### src/rtl/store_merge_rmw_if.sv
// Store-merge bus: store request handshake, memory port and status pulses.
// The bench or the datapath uses the master side. The store-merge unit uses the slave side.
interface store_merge_rmw_if #(
  parameter int DATA_W = 32,
  parameter int ADDR_W = 32
);
  logic              req_valid;
  logic              req_ready;
  logic [ADDR_W-1:0] req_addr;
  logic [DATA_W-1:0] req_data;
  logic [1:0]        req_size;
  logic [ADDR_W-1:0] mem_addr;
  logic              mem_rd;
  logic [DATA_W-1:0] mem_rdata;
  logic              mem_wr;
  logic [DATA_W-1:0] mem_wdata;
  logic              done;
  logic              err;
  logic              busy;

  modport master (
    output req_valid, req_addr, req_data, req_size, mem_rdata,
    input  req_ready, mem_addr, mem_rd, mem_wr, mem_wdata, done, err, busy
  );

  modport slave (
    input  req_valid, req_addr, req_data, req_size, mem_rdata,
    output req_ready, mem_addr, mem_rd, mem_wr, mem_wdata, done, err, busy
  );
endinterface

### src/rtl/store_merge_rmw.sv
// Sub-word store unit. It merges byte, halfword or word store data into a memory
// word by read-modify-write. A store that covers the whole word writes directly.
// Misaligned or illegal requests are rejected with err and make no memory access.
module store_merge_rmw #(
  parameter int DATA_W = 32,
  parameter int ADDR_W = 32,
  parameter int RD_LAT = 1
) (
  input  logic             clk,
  input  logic             reset,
  store_merge_rmw_if.slave bus
);
  localparam int LANES = DATA_W / 8;
  localparam int L     = $clog2(LANES);
  localparam int CW    = (RD_LAT > 1) ? $clog2(RD_LAT) : 1;
  localparam bit WIDE  = (DATA_W == 64);

  typedef enum logic [2:0] {
    S_IDLE  = 3'd0,
    S_READ  = 3'd1,
    S_WAIT  = 3'd2,
    S_WRITE = 3'd3,
    S_DONE  = 3'd4,
    S_ERR   = 3'd5
  } state_t;

  state_t            state_r, state_s;
  logic [CW-1:0]     wait_cnt_r;
  logic [DATA_W-1:0] data_r;
  logic [L-1:0]      lane_r;
  logic [1:0]        size_r;
  logic [ADDR_W-1:0] mem_addr_r;
  logic [DATA_W-1:0] wdata_r;
  logic              rd_r, wr_r, done_r, err_r, busy_r, ready_r;
  logic              rd_s, wr_s, done_s, err_s, busy_s, ready_s;
  logic              accept_s, illegal_s, full_s;
  logic [L-1:0]      lane_s;

  // Replace lanes k..k+n-1 of the old word with the low n bytes of the store data.
  function automatic logic [DATA_W-1:0] merge_lanes(
    input logic [DATA_W-1:0] old_word,
    input logic [DATA_W-1:0] st_data,
    input logic [L-1:0]      k,
    input logic [1:0]        size
  );
    logic [DATA_W-1:0] res;
    int n;
    case (size)
      2'b00:   n = 4;
      2'b01:   n = 2;
      2'b10:   n = 1;
      default: n = LANES;
    endcase
    res = old_word;
    for (int i = 0; i < LANES; i++) begin
      if ((i >= int'(k)) && (i < int'(k) + n)) begin
        res[8*i +: 8] = st_data[8*(i - int'(k)) +: 8];
      end else begin
        res[8*i +: 8] = old_word[8*i +: 8];
      end
    end
    return res;
  endfunction

  assign accept_s = bus.req_valid && ready_r;
  assign lane_s   = bus.req_addr[L-1:0];

  // Classify the incoming request: alignment or size violation, and whole-word coverage.
  always_comb begin
    illegal_s = 1'b1;
    full_s    = 1'b0;
    case (bus.req_size)
      2'b00: begin
        illegal_s = (lane_s[1:0] != 2'b00);
        full_s    = !WIDE;
      end
      2'b01: begin
        illegal_s = lane_s[0];
        full_s    = 1'b0;
      end
      2'b10: begin
        illegal_s = 1'b0;
        full_s    = 1'b0;
      end
      2'b11: begin
        illegal_s = !WIDE || (lane_s != {L{1'b0}});
        full_s    = WIDE;
      end
      default: begin
        illegal_s = 1'b1;
        full_s    = 1'b0;
      end
    endcase
  end

  // State register.
  always_ff @(posedge clk or negedge reset) begin
    if (!reset) begin
      state_r <= S_IDLE;
    end else begin
      state_r <= state_s;
    end
  end

  // Next-state logic.
  always_comb begin
    state_s = state_r;
    case (state_r)
      S_IDLE: begin
        if (accept_s) begin
          if (illegal_s) begin
            state_s = S_ERR;
          end else if (full_s) begin
            state_s = S_WRITE;
          end else begin
            state_s = S_READ;
          end
        end else begin
          state_s = S_IDLE;
        end
      end
      S_READ:  state_s = S_WAIT;
      S_WAIT: begin
        if (wait_cnt_r == {CW{1'b0}}) begin
          state_s = S_WRITE;
        end else begin
          state_s = S_WAIT;
        end
      end
      S_WRITE: state_s = S_DONE;
      S_DONE:  state_s = S_IDLE;
      S_ERR:   state_s = S_IDLE;
      default: state_s = S_IDLE;
    endcase
  end

  // Output decode from the upcoming state, so the strobes line up with their state.
  always_comb begin
    rd_s    = (state_s == S_READ);
    wr_s    = (state_s == S_WRITE);
    done_s  = (state_s == S_DONE);
    err_s   = (state_s == S_ERR);
    busy_s  = (state_s != S_IDLE);
    ready_s = (state_s == S_IDLE);
  end

  // Registered strobes and status.
  always_ff @(posedge clk or negedge reset) begin
    if (!reset) begin
      rd_r    <= 1'b0;
      wr_r    <= 1'b0;
      done_r  <= 1'b0;
      err_r   <= 1'b0;
      busy_r  <= 1'b0;
      ready_r <= 1'b0;
    end else begin
      rd_r    <= rd_s;
      wr_r    <= wr_s;
      done_r  <= done_s;
      err_r   <= err_s;
      busy_r  <= busy_s;
      ready_r <= ready_s;
    end
  end

  // Request capture, read-latency counting and merged write-data generation.
  always_ff @(posedge clk or negedge reset) begin
    if (!reset) begin
      data_r     <= {DATA_W{1'b0}};
      lane_r     <= {L{1'b0}};
      size_r     <= 2'b00;
      mem_addr_r <= {ADDR_W{1'b0}};
      wdata_r    <= {DATA_W{1'b0}};
      wait_cnt_r <= {CW{1'b0}};
    end else begin
      if (accept_s) begin
        data_r     <= bus.req_data;
        lane_r     <= lane_s;
        size_r     <= bus.req_size;
        mem_addr_r <= {bus.req_addr[ADDR_W-1:L], {L{1'b0}}};
        if (full_s && !illegal_s) begin
          wdata_r <= bus.req_data;
        end else begin
          wdata_r <= wdata_r;
        end
      end else if (state_r == S_READ) begin
        wait_cnt_r <= CW'(RD_LAT - 1);
      end else if (state_r == S_WAIT) begin
        if (wait_cnt_r == {CW{1'b0}}) begin
          wdata_r <= merge_lanes(bus.mem_rdata, data_r, lane_r, size_r);
        end else begin
          wait_cnt_r <= wait_cnt_r - CW'(1'b1);
        end
      end else begin
        wait_cnt_r <= wait_cnt_r;
      end
    end
  end

  assign bus.req_ready = ready_r;
  assign bus.mem_addr  = mem_addr_r;
  assign bus.mem_rd    = rd_r;
  assign bus.mem_wr    = wr_r;
  assign bus.mem_wdata = wdata_r;
  assign bus.done      = done_r;
  assign bus.err       = err_r;
  assign bus.busy      = busy_r;
endmodule

### src/flat_wrapper.sv
// flat-port wrapper written by rule: the top's interface ports become plain ports
module store_merge_rmw_flat 
#(
  parameter int DATA_W = 32,
  parameter int ADDR_W = 32,
  parameter int RD_LAT = 1
)
  (clk, reset, bus_req_valid, bus_req_addr, bus_req_data, bus_req_size, bus_mem_rdata, bus_req_ready, bus_mem_addr, bus_mem_rd, bus_mem_wr, bus_mem_wdata, bus_done, bus_err, bus_busy);
  store_merge_rmw_if #(.DATA_W(DATA_W), .ADDR_W(ADDR_W)) bus_i ();
  input  logic clk;
  input  logic reset;
  input wire logic [$bits(bus_i.req_valid)-1:0] bus_req_valid;
  input wire logic [$bits(bus_i.req_addr)-1:0] bus_req_addr;
  input wire logic [$bits(bus_i.req_data)-1:0] bus_req_data;
  input wire logic [$bits(bus_i.req_size)-1:0] bus_req_size;
  input wire logic [$bits(bus_i.mem_rdata)-1:0] bus_mem_rdata;
  output wire logic [$bits(bus_i.req_ready)-1:0] bus_req_ready;
  output wire logic [$bits(bus_i.mem_addr)-1:0] bus_mem_addr;
  output wire logic [$bits(bus_i.mem_rd)-1:0] bus_mem_rd;
  output wire logic [$bits(bus_i.mem_wr)-1:0] bus_mem_wr;
  output wire logic [$bits(bus_i.mem_wdata)-1:0] bus_mem_wdata;
  output wire logic [$bits(bus_i.done)-1:0] bus_done;
  output wire logic [$bits(bus_i.err)-1:0] bus_err;
  output wire logic [$bits(bus_i.busy)-1:0] bus_busy;
  assign bus_i.req_valid = bus_req_valid;
  assign bus_i.req_addr = bus_req_addr;
  assign bus_i.req_data = bus_req_data;
  assign bus_i.req_size = bus_req_size;
  assign bus_i.mem_rdata = bus_mem_rdata;
  assign bus_req_ready = bus_i.req_ready;
  assign bus_mem_addr = bus_i.mem_addr;
  assign bus_mem_rd = bus_i.mem_rd;
  assign bus_mem_wr = bus_i.mem_wr;
  assign bus_mem_wdata = bus_i.mem_wdata;
  assign bus_done = bus_i.done;
  assign bus_err = bus_i.err;
  assign bus_busy = bus_i.busy;
  store_merge_rmw #(.DATA_W(DATA_W), .ADDR_W(ADDR_W), .RD_LAT(RD_LAT)) u_core (.clk(clk), .reset(reset), .bus(bus_i));
endmodule
### config.mk
export PLATFORM = sky130hd
export DESIGN_NAME = store_merge_rmw_flat
export DESIGN_NICKNAME = d
export VERILOG_FILES = /design/src/rtl/store_merge_rmw_if.sv /design/src/rtl/store_merge_rmw.sv /design/src/flat_wrapper.sv
export SDC_FILE = /design/constraint.sdc
export NUM_CORES = 1
export LEC_CHECK = 0
export ABC_AREA = 0
export ABC_CLOCK_PERIOD_IN_PS = 6300
export CORE_MARGIN = 4
export CORE_UTILIZATION = 40
export DETAILED_ROUTE_END_ITERATION = 8
export GPL_TIMING_DRIVEN = 0
export PLACE_DENSITY_LB_ADDON = 0.3
export SLEW_MARGIN = 20
export SYNTH_ARGS = -nofsm -noshare
export SYNTH_HDL_FRONTEND = slang
export SYNTH_SLANG_ARGS = --single-unit
export TNS_END_PERCENT = 1
### constraint.sdc
create_clock -name clk -period 6.3 [get_ports clk]
set_input_delay 1.26 -clock clk [delete_from_list [all_inputs] [get_ports clk]]
set_output_delay 1.26 -clock clk [all_outputs]
set_load 0.02 [all_outputs]
# Yosys cells after proc, flatten, opt, wreduce, memory -nomap -nowiden
# Index checks and enable logic that the tools add are counted.
# W data, S select, Z words.
[op_classes]
add_sub_neg = 6
div_mod_pow = 0
shifts = 4
bitwise_logic = 1
n_eq_ne = 15
order_cmp = 7
muxes = 24
n_reduce_logical = 16
n_mul = 0
[op_table]
columns = ["operator", "count"]
rows = [
  ["$mux W32", 9],
  ["$shiftx A32 B32 Y8", 4],
  ["$lt A3 B32 Y1 const A", 2],
  ["$add A3 B32 Y32", 1],
  ["$lt A1 B32 Y1 const A", 1],
  ["$lt A2 B32 Y1 const A", 1],
  ["$mux W8", 4],
  ["$pmux W3 S4", 1],
  ["$eq A3 B2 Y1 const B", 3],
  ["$eq A2 B2 Y1 const B", 3],
  ["$eq A3 B1 Y1 const B", 2],
  ["$eq A3 B3 Y1 const B", 2],
  ["$logic_not A3 Y1", 2],
  ["$mux W3", 2],
  ["$pmux W3 S2", 1],
  ["$reduce_bool A2 Y1", 3],
  ["$sub A1 B2 Y3 const A", 2],
  ["$sub A2 B2 Y3 const A", 2],
  ["$logic_and A1 B1 Y1", 5],
  ["$eq A2 B1 Y1 const B", 2],
  ["$ge A1 B2 Y1 const A", 2],
  ["$mux W1", 4],
  ["$ne A2 B2 Y1 const B", 2],
  ["$pmux W1 S4", 1],
  ["other kinds (12)", 12],
]
[word_totals]
mem_count = 0
mem_bits_rw = 0
rom_bits = 0
word_cells = 86
latch_bits = 0
regBits = 108

# Longest topological paths before layout
[depth]
depth_word = 14
depth_mapped = 10

# Worst setup path after synthesis
# OpenSTA, ideal clock, no wires.
[synth_timing]
kind = "reg-to-reg"
start = "register u_core.lane_r[0]"
end = "register u_core.wdata_r[22] (netlist: u_core.bus.mem_wdata[22])"
path_slack_ns = 3.597
setup_time_ns = 0.126
period_less_slack_ns = 2.703
required_ns = 6.174
n_path_buf = 5
path_stages_with_launch = 11
arrival_ns = 2.577
cell_sequence = "dfrtp_1 -> buf_2 -> buf_4 -> buf_2 -> inv_1 -> ha_1 -> buf_2 -> buf_2 -> mux4_2 -> mux2i_1 -> o21ai_1"
[synth_via]
elab_chain_cells = 8
[synth_lines]
columns = ["item", "line", "rtl"]
rows = [
  ["start, declared", "store_merge_rmw.sv:30", "logic [L-1:0] lane_r;"],
  ["start signal, assigned", "store_merge_rmw.sv:170", "lane_r <= {L{1'b0}};"],
  ["start signal, assigned", "store_merge_rmw.sv:178", "lane_r <= lane_s;"],
  ["$add A3 B32 Y32", "store_merge_rmw.sv:56", "if ((i >= int'(k)) && (i < int'(k) + n)) begin"],
  ["$lt A3 B32 Y1", "store_merge_rmw.sv:56", ""],
  ["$logic_and A1 B1 Y1", "store_merge_rmw.sv:56", ""],
  ["$mux W8 *", "store_merge_rmw.sv:56", ""],
  ["$mux W32 *", "store_merge_rmw.sv:189", "if (wait_cnt_r == {CW{1'b0}}) begin"],
  ["$mux W32 *", "store_merge_rmw.sv:188", "end else if (state_r == S_WAIT) begin"],
  ["$mux W32 *", "store_merge_rmw.sv:186", "end else if (state_r == S_READ) begin"],
  ["$mux W32 *", "store_merge_rmw.sv:176", "if (accept_s) begin"],
  ["end signal, assigned", "store_merge_rmw.sv:182", "wdata_r <= bus.req_data;"],
  ["end signal, assigned", "store_merge_rmw.sv:184", "wdata_r <= wdata_r;"],
  ["end signal, assigned", "store_merge_rmw.sv:190", "wdata_r <= merge_lanes(bus.mem_rdata, data_r, lane_r, size_r);"],
  ["end, declared", "store_merge_rmw.sv:33", "logic [DATA_W-1:0] wdata_r;"],
]
# Every way passes the cells marked *; elsewhere a longest branch is shown, timed or not. The select of a mux whose other input is x is not followed.
# A chain may end at the register's enable or synchronous reset.

# Worst setup path in the final report
[layout_timing]
start = "register u_core.lane_r[0]"
end = "register u_core.wdata_r[0] (netlist: u_core.bus.mem_wdata[0])"
[layout_via]
elab_chain_cells = 8
[layout_lines]
columns = ["item", "line"]
rows = [
  ["$add A3 B32 Y32", "store_merge_rmw.sv:56"],
  ["$lt A1 B32 Y1", "store_merge_rmw.sv:56"],
  ["$logic_and A1 B1 Y1", "store_merge_rmw.sv:56"],
  ["$mux W8 *", "store_merge_rmw.sv:56"],
  ["$mux W32 *", "store_merge_rmw.sv:189"],
  ["$mux W32 *", "store_merge_rmw.sv:188"],
  ["$mux W32 *", "store_merge_rmw.sv:186"],
  ["$mux W32 *", "store_merge_rmw.sv:176"],
]
# Marked as above.

==> out/qor.yml <==
detailed_routing:
  drt-wirelength-per-cell_um: 18.5
  route.final.wire_length_um: 17000
  first_pass_iters: 5
  drcViolationCount: 0
  drtAntennaViolNets: 0
  route.vias.total: 4885
  routed_via_density: 5.32
  drtIter0Drc: 370
placement:
  gp_congestion: 0.904
  place_ws_ps: 2800
  place_inst: 902
  dp_hpwl_um: 12900
  port_buffers: 168
clock_tree:
  cts_max_level: 3
  cts_buffers: 9
  clkTransAtPathRegs_ps: 70
  clock-root-buffer: "clkbuf_16"
  cts-hold-fix-buffers: 0
  numClockSinks: 107
  clock_latency_ps: 360
  cts_setup_buffers: 0
  tritoncts: "yes"
  cts_resized: 0
  cts_buffer_depth: 2
logic_synthesis:
  netlist_instances: 556
  yosys_warnings: 0
  synth_top_area_share_pct: 49.0
  ys_ff_latch: 107
  synth_edf_count: 0
  ys.flop_type: "dfrtp_1"
  avgSynthCellArea_um2: 9.83
  synth_largest_area_cell: "dfrtp_1"
  synth_commonest_cells: "202 x nand2_1, 107 x dfrtp_1, 40 x mux2i_1, 30 x o21ai_0, 16 x mux4_2"
  yosysSeqAreaShare_pct: 49.0
  yosysMostFrequentCell: "nand2_1"
  synthesis.area_um2: 5460
  synthArstFlopShare_pct: 100
  synthTopCellsByArea: "dfrtp_1 49%, nand2_1 14%, mux2i_1 7.3%"
  ys_types: 46
floorplanning:
  ioPinCount: 171
  start_util_pct: 41.1
  rows: 42
  die_h_um: 125
  coreArea_um2: 13300
  die_area_um2: 15600
  die_w_um: 125
timing:
  post-route-period-util_pct: 50.5
  setup_violations: 0
  worstMarginPinSlew_ps: 879
  setup_tns_ps: 0
  skew_ps: 9.66
  fin_crit_ps: 3180
  drv_slew: 0
  rsz0062_at_grt: "no"
  hold_violations: 0
  timing.slew.headroom_pct: 41.4
  timing.hold.ws_ps: 480
  setup_slack_ps: 3120
  fmax_ghz: 0.314
setup_path:
  cp-endpoint: "u_core.bus.mem_wdata[0]"
  cp.arrival_ps: 3410
  reg2reg_from: "u_core.lane_r[0]"
  worstSetupEndpointType: "flop"
  crit_type: "flop to flop"
  cp-start-kind: "flop"
  cp_max_fo: 10
  r2r-end: "u_core.bus.mem_wdata[0]"
  worstPathRequired_ps: 6520
  rrSetupSlack_ps: 3120
  critPathLaunch: "u_core.lane_r[0]"
  worst_r2r_path_depth: 10
global_routing:
  grt_usage_pct: 22.1
  grt_max_degree: 84
  grt_pass1_wl_um: 27600
  grt_pass1_vias: 5268
  antenna_found_initial: 0
  gr-total-overflow: 0
finish:
  drive_above_1_share_pct: 8.09
  stdcell_count: 918
  fin_nets: 847
  synthToLayoutAreaGrowth_pct: 41.5
  diodes: 0
power:
  irDropWorstVdd_v: 0.000241
  leakagePower_uw: 0.00350
  powerDensity_nw_per_um2: 563
  power.total_uw: 4350
worst_hold_path:
  min_path_type: "flop to flop"
flow_run:
  cap_violations: 0
outcome:
  status: "complete, no violations"
-- worst min path at each step --
| stage | to | slack, ps | cells after the start | from |
|---|---|---|---|---|
| after global placement | u_core.bus.mem_addr[26] | 460 | 2 | u_core.bus.mem_addr[26] |
| after CTS | u_core.bus.mem_addr[19] | 480 | 2 | u_core.bus.mem_addr[19] |
| after global routing | u_core.bus.mem_addr[19] | 510 | 2 | u_core.bus.mem_addr[19] |
| final | u_core.bus.mem_addr[3] | 480 | 2 | u_core.bus.mem_addr[3] |
| after floorplan | u_core.state_r[2] | 470 | 1 | u_core.state_r[2] |
| after detailed placement | u_core.bus.mem_addr[5] | 470 | 2 | u_core.bus.mem_addr[5] |
-- logic make-up after synthesis --
kind of cell / synth area share [%]
AOI/OAI and AO/OA: 10.7
adders and majority gates: 2.20
buffers and inverters: 3.83
DFF: 49.0
muxes: 14.6
other: 0.0686
and+or+nand+nor: 19.6
-- flip-flops by register name, indices dropped and copies added, names as in the netlist --
register	flops
u_core.bus.busy	1
u_core.bus.done	1
u_core.bus.err	1
u_core.bus.mem_addr	30
u_core.bus.mem_rd	1
u_core.bus.mem_wdata	32
u_core.bus.mem_wr	1
u_core.bus.req_ready	1
u_core.data_r	32
u_core.lane_r	2
u_core.size_r	2
u_core.state_r	3
-- metal layers --
metal	wire, um	GRT usage [%]
met1	6980	27.7
met2	8200	36.8
met3	1260	5.57
met4	534	8.55
met5	0	0
-- placed cells by master (no fill, tap or decap), types with 9 or more instances in the layout --
cell type	instances
nor3b_1	9
clkbuf_1	14
or3_1	9
mux2i_1	40
nand2_1	202
a21oi_1	11
dfrtp_1	107
clkdlybuf4s50_1	167
o21ai_0	30
mux4_2	16
nor3_1	9
clkbuf_16	9
-- per-stage QoR --
step                util [%]  cell area, um^2
global placement        55.4             7370
finish                  58.2             7730
floorplan                  -             5470
detailed placement      55.6             7400
CTS                     58.2             7730
global route            58.2             7730
-- critical path, stage by stage, from the launching register on --
cell and delay [ps]:
dfrtp_1 420, buf_2 260, buf_4 250, buf_2 330, inv_1 150, ha_1 300, buf_2 240, buf_2 310
mux4_2 370, a221oi_1 290, o21ai_0 130
-- layout make-up --
cell class | count | area (um^2)
plain buffers | 36 | 179
clock buffers | 10 | 239
clock inverters | 6 | 96.3
fillers | 1148 | 5560
inverters | 8 | 30.0
multi-input cells | 406 | 2580
flip-flops and latches | 107 | 2680
well taps | 176 | 220
repair buffers | 169 | 1710
-- where the power goes --
group	total, uW	internal, uW	switching [uW]
logic	2440	1130	1320
clock network	632	364	268
registers	1280	1020	260
Note: power is estimated with default switching activity, not from simulation.
